--- config.mk ---
export PLATFORM = sky130hd
export DESIGN_NAME = pipe_skid_fifo
export DESIGN_NICKNAME = d
export VERILOG_FILES = /design/src/rtl/pipe_skid_fifo_pkg.sv /design/src/rtl/pipe_skid_fifo_ring.sv /design/src/rtl/pipe_skid_fifo.sv
export SDC_FILE = /design/constraint.sdc
export NUM_CORES = 1
export LEC_CHECK = 0
export CORE_ASPECT_RATIO = 1.1
export CORE_MARGIN = 2
export CORE_UTILIZATION = 55
export CTS_CLUSTER_SIZE = 20
export DETAILED_ROUTE_END_ITERATION = 7
export PLACE_DENSITY_LB_ADDON = 0.15
export REMOVE_ABC_BUFFERS = 1
export SYNTH_ARGS = -nofsm -noshare
export SYNTH_HDL_FRONTEND = slang
export SYNTH_SLANG_ARGS = --single-unit
--- constraint.sdc ---
create_clock -name i_clock -period 2.45 [get_ports i_clock]
set_clock_uncertainty 0.05 [all_clocks]
set_input_delay 0.49 -clock i_clock [delete_from_list [all_inputs] [get_ports i_clock]]
set_output_delay 0.49 -clock i_clock [all_outputs]
set_load 0.02 [all_outputs]
--- src/rtl/pipe_skid_fifo_pkg.sv ---
// Shared sizing helpers for pipe_skid_fifo and its skid ring.
// Ring pointer/count and level types are declared per instance from these widths.
package pipe_skid_fifo_pkg;

    function automatic int unsigned ptr_bits(input int unsigned depth);
        return $clog2(depth);
    endfunction

    function automatic int unsigned cnt_bits(input int unsigned depth);
        return $clog2(depth + 1);
    endfunction

    // Total occupancy spans 0..DEPTH+1 (output stage plus full ring).
    function automatic int unsigned lvl_bits(input int unsigned depth);
        return $clog2(depth + 2);
    endfunction

    function automatic bit depth_legal(input int unsigned depth);
        return (depth >= 2) && ((depth & (depth - 1)) == 0);
    endfunction

endpackage

--- src/rtl/pipe_skid_fifo_ring.sv ---
// DEPTH x DWIDTH skid ring: naturally wrapping pointers plus a separate count.
module pipe_skid_fifo_ring
    import pipe_skid_fifo_pkg::*;
#(
    parameter int unsigned DWIDTH = 8,
    parameter int unsigned DEPTH  = 4
) (
    input  logic                        i_clock,
    input  logic                        i_reset,
    input  logic                        i_push,
    input  logic                        i_pop,
    input  logic [DWIDTH-1:0]           i_wdata,
    output logic [DWIDTH-1:0]           o_rdata,
    output logic [cnt_bits(DEPTH)-1:0]  o_count,
    output logic                        o_empty,
    output logic                        o_full
);

    localparam int unsigned PW = ptr_bits(DEPTH);
    localparam int unsigned CW = cnt_bits(DEPTH);

    typedef logic [PW-1:0] ptr_t;
    typedef logic [CW-1:0] cnt_t;

    logic [DWIDTH-1:0] r_mem [DEPTH];
    ptr_t              r_wr_ptr;
    ptr_t              r_rd_ptr;
    cnt_t              r_count;

    always_ff @(posedge i_clock) begin
        if (i_reset) begin
            r_wr_ptr <= '0;
            r_rd_ptr <= '0;
            r_count  <= '0;
        end else begin
            if (i_push) r_wr_ptr <= r_wr_ptr + ptr_t'(1);
            if (i_pop)  r_rd_ptr <= r_rd_ptr + ptr_t'(1);
            case ({i_push, i_pop})
                2'b10:   r_count <= r_count + cnt_t'(1);
                2'b01:   r_count <= r_count - cnt_t'(1);
                default: r_count <= r_count;
            endcase
        end
    end

    // Storage is deliberately not reset; the count alone defines validity.
    always_ff @(posedge i_clock) begin
        if (i_push) r_mem[r_wr_ptr] <= i_wdata;
    end

    assign o_rdata = r_mem[r_rd_ptr];
    assign o_count = r_count;
    assign o_empty = (r_count == '0);
    assign o_full  = (r_count == cnt_t'(DEPTH));

endmodule

--- src/rtl/pipe_skid_fifo.sv ---
// Elastic valid/ready buffer: registered output stage backed by a DEPTH-entry skid ring.
// Define PIPE_SKID_FIFO_LEVEL_EN to add the o_count / o_almost_full level outputs.
module pipe_skid_fifo
    import pipe_skid_fifo_pkg::*;
#(
    parameter int unsigned DWIDTH = 8,
    parameter int unsigned DEPTH  = 4,
    parameter int unsigned AFULL  = DEPTH
) (
    input  logic                        i_clock,
    input  logic                        i_reset,
    input  logic [DWIDTH-1:0]           i_data,
    input  logic                        i_data_valid,
    output logic                        o_data_ready,
    output logic [DWIDTH-1:0]           o_data,
    output logic                        o_data_valid,
    input  logic                        i_data_ready
`ifdef PIPE_SKID_FIFO_LEVEL_EN
    ,
    output logic [lvl_bits(DEPTH)-1:0]  o_count,
    output logic                        o_almost_full
`endif
);

    if (!depth_legal(DEPTH)) begin : g_bad_depth
        $error("pipe_skid_fifo: DEPTH must be a power of two, at least 2");
    end
    if ((AFULL < 1) || (AFULL > DEPTH + 1)) begin : g_bad_afull
        $error("pipe_skid_fifo: AFULL must lie in 1..DEPTH+1");
    end

    typedef logic [cnt_bits(DEPTH)-1:0] cnt_t;
    localparam cnt_t RingDepth = cnt_t'(DEPTH);

    logic              r_valid;
    logic              r_ready;
    logic [DWIDTH-1:0] r_data;

    logic              w_in_xfer;
    logic              w_ld;
    logic              w_push;
    logic              w_pop;
    logic              w_valid_nxt;
    logic              w_ring_empty;
    logic              w_ring_full;
    logic [DWIDTH-1:0] w_ring_rdata;
    cnt_t              w_ring_cnt;
    cnt_t              w_ring_cnt_nxt;

    assign w_in_xfer   = i_data_valid & r_ready;
    assign w_ld        = ~r_valid | i_data_ready;
    assign w_pop       = w_ld & ~w_ring_empty;
    // Incoming word bypasses the ring only when the stage loads from an empty ring.
    assign w_push      = w_in_xfer & ~(w_ld & w_ring_empty);
    assign w_valid_nxt = w_ld ? (~w_ring_empty | w_in_xfer) : r_valid;
    assign w_ring_cnt_nxt = w_ring_cnt + cnt_t'(w_push) - cnt_t'(w_pop);

    pipe_skid_fifo_ring #(
        .DWIDTH (DWIDTH),
        .DEPTH  (DEPTH)
    ) u_ring (
        .i_clock (i_clock),
        .i_reset (i_reset),
        .i_push  (w_push),
        .i_pop   (w_pop),
        .i_wdata (i_data),
        .o_rdata (w_ring_rdata),
        .o_count (w_ring_cnt),
        .o_empty (w_ring_empty),
        .o_full  (w_ring_full)
    );

    always_ff @(posedge i_clock) begin
        if (i_reset) begin
            r_valid <= 1'b0;
            r_ready <= 1'b0;
            r_data  <= '0;
        end else begin
            r_valid <= w_valid_nxt;
            r_ready <= (w_ring_cnt_nxt < RingDepth);
            if (w_ld) begin
                if (!w_ring_empty) begin
                    r_data <= w_ring_rdata;
                end else if (w_in_xfer) begin
                    r_data <= i_data;
                end
            end
        end
    end

    always_ff @(posedge i_clock) begin
        if (!i_reset) begin
            assert (!(w_push && w_ring_full)) else $error("pipe_skid_fifo: push into full ring");
        end
    end

    assign o_data_ready = r_ready;
    assign o_data_valid = r_valid;
    assign o_data       = r_data;

`ifdef PIPE_SKID_FIFO_LEVEL_EN
    typedef logic [lvl_bits(DEPTH)-1:0] lvl_t;

    lvl_t r_count;
    logic r_almost_full;
    lvl_t w_level_nxt;

    assign w_level_nxt = lvl_t'(w_valid_nxt) + lvl_t'(w_ring_cnt_nxt);

    always_ff @(posedge i_clock) begin
        if (i_reset) begin
            r_count       <= '0;
            r_almost_full <= 1'b0;
        end else begin
            r_count       <= w_level_nxt;
            r_almost_full <= (w_level_nxt >= lvl_t'(AFULL));
        end
    end

    assign o_count       = r_count;
    assign o_almost_full = r_almost_full;
`endif

endmodule
After elaboration in Yosys (flattened, before gate mapping) --
Memory sizes are Yosys's and may differ from the RTL's. A register that Yosys moved wholly into a read port is not among the register bits. Index checks and enable logic that the tools add are counted.
Operators by class: equality and inequality tests 3, mux-type cells 7, order comparisons 1, bitwise logic cells 9, add/subtract/negate cells 6, reduce and logical (&&, ||, !) cells 3
Operator list (count):
- $mux 8 | 2
- $pmux 3 s2 | 1
- $add 2x1->2 const B | 2
- $and 1x1->1 | 4
- $mux 2 | 2
- $add 3x1->3 | 1
- $add 3x1->3 const B | 1
- $logic_not 3->1 | 1
- $lt 3x3->1 const B | 1
- $not 1->1 | 3
- $sub 3x1->3 | 1
- $sub 3x1->3 const B | 1
- $eq 2x1->1 const B | 1
- $eq 2x2->1 const B | 1
- $mux 1 | 2
- $ne 2x2->1 const B | 1
- $or 1x1->1 | 2
- $reduce_and 2->1 | 1
- $reduce_bool 2->1 | 1
Word-level totals: bits in registers 17, output and inout port bits 10, memory bits (writable) 32, memories 1
Memory list:
- u_ring.r_mem | depth 4, bits a word 8, rd ports 1, clocked after memory_dff 1, write ports 1, line pipe_skid_fifo_ring.sv:25 | logic [DWIDTH-1:0] r_mem [DEPTH];

Longest topological paths before layout --
depth after elaboration 8, gate-level depth with buffers 9, gate-level depth less buffers 9

By module --
A second synthesis with hierarchy kept.
Second synthesis, totals: cells, all modules 144, area total of the unflattened synthesis 2142.1 um^2
By module, submodules not included:
- pipe_skid_fifo_ring | area each 1591.5 um^2, cells each 89, times used 1, sequential area each 1141.1 um^2
- pipe_skid_fifo | area each 550.5 um^2, cells each 55, times used 1, sequential area each 200.2 um^2

Worst setup path before layout --
No wires, ideal clock.
path type flip-flop to flip-flop, from register u_ring.r_count[2], in the netlist u_ring.o_count[2], to register u_ring.r_count[2], in the netlist u_ring.o_count[2], stages on the path, launching flop included 10, library setup time 0.071 ns, path slack 0.351 ns, data arrival time 1.979 ns, buffers on the path 0, cell sequence dfxtp_1 -> nor3_4 -> a21oi_2 -> inv_1 -> ha_1 -> inv_1 -> fa_1 -> xor2_1 -> or3_1 -> a21oi_1
On the way: longest elaborated chain between the ends 6, elaborated cells between the ends (all ways) 12, those cells by class 2 x add/sub; 2 x eq/ne; 1 x mux; 5 x bitwise; 2 x reduce/logical
Ends and longest elaborated chain:
- start: declaration | line pipe_skid_fifo_ring.sv:28 | cnt_t r_count;
- start signal: assignment | line pipe_skid_fifo_ring.sv:39 | 2'b10: r_count <= r_count + cnt_t'(1);
- start signal: assignment | line pipe_skid_fifo_ring.sv:40 | 2'b01: r_count <= r_count - cnt_t'(1);
- start signal: assignment | line pipe_skid_fifo_ring.sv:41 | default: r_count <= r_count;
- $logic_not 3->1 | line pipe_skid_fifo_ring.sv:53 | assign o_empty = (r_count == '0);
- $and 1x1->1 | line pipe_skid_fifo.sv:54 | assign w_push = w_in_xfer & ~(w_ld & w_ring_empty);
- $not 1->1 | line pipe_skid_fifo.sv:54
- $and 1x1->1 | line pipe_skid_fifo.sv:54
- $eq 2x1->1 or $eq 2x2->1 (tied branches) | line pipe_skid_fifo_ring.sv:38 | case ({i_push, i_pop})
- $pmux 3 s2 or $reduce_bool 2->1 (tied branches)
Several ways; a longest one is shown, not always the timed one. A chain may end at the register's enable or synchronous reset.

Worst setup path in the final report --
from input i_data_ready, to register u_ring.r_count[2], in the netlist u_ring.o_count[2]
On the way: longest elaborated chain between the ends 6, elaborated cells between the ends (all ways) 9, those cells by class 2 x eq/ne; 1 x mux; 5 x bitwise; 1 x reduce/logical
Ends and longest elaborated chain:
- start: declaration | line pipe_skid_fifo.sv:17 | input logic i_data_ready
- $or 1x1->1 (*) | line pipe_skid_fifo.sv:51 | assign w_ld = ~r_valid | i_data_ready;
- $and 1x1->1 | line pipe_skid_fifo.sv:54
- $not 1->1 | line pipe_skid_fifo.sv:54
- $and 1x1->1 | line pipe_skid_fifo.sv:54
- $eq 2x1->1 or $eq 2x2->1 (tied branches) | line pipe_skid_fifo_ring.sv:38
- $pmux 3 s2 or $reduce_bool 2->1 (tied branches)
Mark *: on every way between the ends. The rest lies on a longest branch, timed or not.

==> results.ini <==
[worst_setup_path]
end_kind=register
worstPathArrival_ps=2430
r2r_setup_slack_ps=330
crit_start=i_data_ready
ff2ff_path_depth=9
crit_path_max_fanout=2
crit_type=in2reg
worstSetupStartpointType=input port
rr_endpoint=u_ring.o_count[2]
worst_ep_required_time_ps=2630
r2r_start=u_ring.o_count[0]
critPathCapture=u_ring.o_count[2]

[synth]
ys_seq_area_frac=0.6389
synth_area_um2=2100
synth_area_leaders=edfxtp_1 46%, dfxtp_1 18%, mux4_2 8.6%
synth-compound-area-share=0.06436
synth_warnings=0
avgSynthCellArea_um2=14.19
ys_types=30
yosysTopAreaCellShare=0.4577
synth-simple-area-share=0.09654
synth_top_family_by_area=simple AND/OR/NAND/NOR gates
syn_inst=148
synthAdderAreaFrac=0.04529
yosys.area.top_type=edfxtp_1
ys_ff_latch=51
synth-xor-area-share=0.02920
muxShareOfSynthArea=0.09058

[floorplan]
core-area_um2=3655
die_area_um2=4328
start_util=0.5745
die_h_um=68.80
ios=22
rows=23
die_w_um=62.91

[layout]
drive_above_1_share=0.1858
final_common_cell=edfxtp_1
antenna_cells=0
fin_util=0.6878
layout_common_cells=32 x edfxtp_1, 21 x clkdlybuf4s50_1, 19 x dfxtp_1, 18 x nor2_1, 17 x nand2_1
area_growth_pct=19.73
final_nets=201

[clock_network]
htreeDepth=2
clkTransAtPathRegs_ps=100
clockBufferDepth=2
root_buffer=clkbuf_8
cts_buffers=5
cts_resized=0
holdBufCountCts=0
post-cts-setup-buffers=0
clkLatencyLatePin_ps=310
cts_num_sinks=51
cts_tree=yes

[routing]
drtIter0Drc=48
vias_per_cell=5.425
routedWlPerCell_um=16.53
drt-pass1-iter-count=4
vias=1264
antenna_left=0
wirelength_mm=3.852
remaining_drc_errors=0

[run]
cap_violations=0

[worst_hold_path]
min-delay-start=o_data[1]
hold_class=reg2reg

[place]
hpwl_mm=2.686
io_buffers=21
place_ws_ps=-120.6
place.gp.congestion=0.6940

[sta]
rsz0062_at_grt=no
fin_ws_ps=202.3
tightest_slew_ps=787.8
slew-limit-headroom=0.4732
fmax_mhz=444.9
setup_violations=0
fin_crit_sh=0.9174
hold_viol_final=0
slew_violations=0
holdWs_ps=456.5
min_period_ps=2248

[grt]
grt_pass1_wl_mm=6.237
grt_max_degree=19
grt_util_met2=0.3723
busiest_layer=met2
grt_use_met1=0.2330
grt_util_met3=0.04221
grt_overflow=0
grt_use_total=0.2016
grt_pass1_vias=1282
antenna_found_initial=0

[power_and_ir_drop]
total_leakage_power_uw=0.0008799
ir_drop_mv=0.6085
power.total_uw=2841
power_density_nw_per_um2=1130

[outcome]
status=finished clean

-- sequential cells by signal, indices dropped and copies added, names as in the netlist, named ones only --
name / count
o_data: 8
o_data_ready: 1
o_data_valid: 1
u_ring.o_count: 3
u_ring.r_mem: 32
u_ring.r_rd_ptr: 2
u_ring.r_wr_ptr: 2
-- final cells by class --
type | count | area (um2)
multi-input cells | 83 | 684.4
inverters | 7 | 26.28
well taps | 50 | 62.56
flip-flops and latches | 51 | 1341
clock buffers | 5 | 68.82
repair buffers | 34 | 307.8
fillers | 282 | 1141
clock inverters | 3 | 22.52
-- routing by layer --
layer / part of all wire / vias to the layer above
met5: 0 / -
met4: 0.015 / 0
met3: 0.042 / 6
met2: 0.53 / 26
met1: 0.41 / 631
li1: - / 601
-- power by group --
group	internal, uW	switching [uW]	leakage, uW
registers	1050	131	0.000445
clock network	207	284	0.0000489
logic	566	602	0.000386
total	1820	1020	0.000880
-- worst min path at each step --
stage                      endpoint  slack, ps  depth (start not counted)
after global placement    o_data[2]        430                          2
after CTS                 o_data[2]        460                          2
after detailed placement  o_data[2]        440                          2
final                     o_data[1]        460                          2
after global routing      o_data[0]        480                          2
after floorplan            register        430                          2
-- synth_stat cells --
cell type,count
a311oi_2,2
nor2_1,18
nand3_1,1
mux4_2,8
xor2_1,3
ha_1,6
clkbuf_2,1
a21oi_4,1
a21oi_1,2
nand2b_1,1
buf_6,2
edfxtp_1,32
fa_1,1
a311oi_1,6
nor3_4,1
and2_1,4
nor2b_1,1
mux2i_1,1
nand2_1,17
buf_2,1
clkbuf_1,1
inv_1,7
or3_1,2
dfxtp_1,19
o21ai_0,1
a21oi_2,1
a31oi_1,2
buf_4,1
buf_1,1
xnor2_1,4
-- logic make-up after synthesis --
family / Yosys count
AO/OA/AOI/OAI: 15
AND/OR/NAND/NOR: 45
flip-flops: 51
buffers and inverters: 14
multiplexers: 9
XOR/XNOR: 7
adder cells (fa/ha/maj): 7
-- worst max-delay path, cell delays in order --
cell	delay [ps]
clkdlybuf4s50_1	470
nand2b_1	140
a21oi_2	80
inv_1	60
ha_1	150
inv_1	60
fa_1	370
xor2_1	160
or3_1	300
a21oi_1	140
-- metrics by stage --
stage / instances / instance area [um2] / setup TNS, ps
after detailed placement: 225 / 2422 / -175.5
after floorplan: 141 / 2052 / 0
after global routing: 233 / 2514 / 0
after CTS: 233 / 2514 / 0
final: 233 / 2514 / 0
after global placement: 225 / 2422 / -44.43
(Power assumes the default switching activity.)
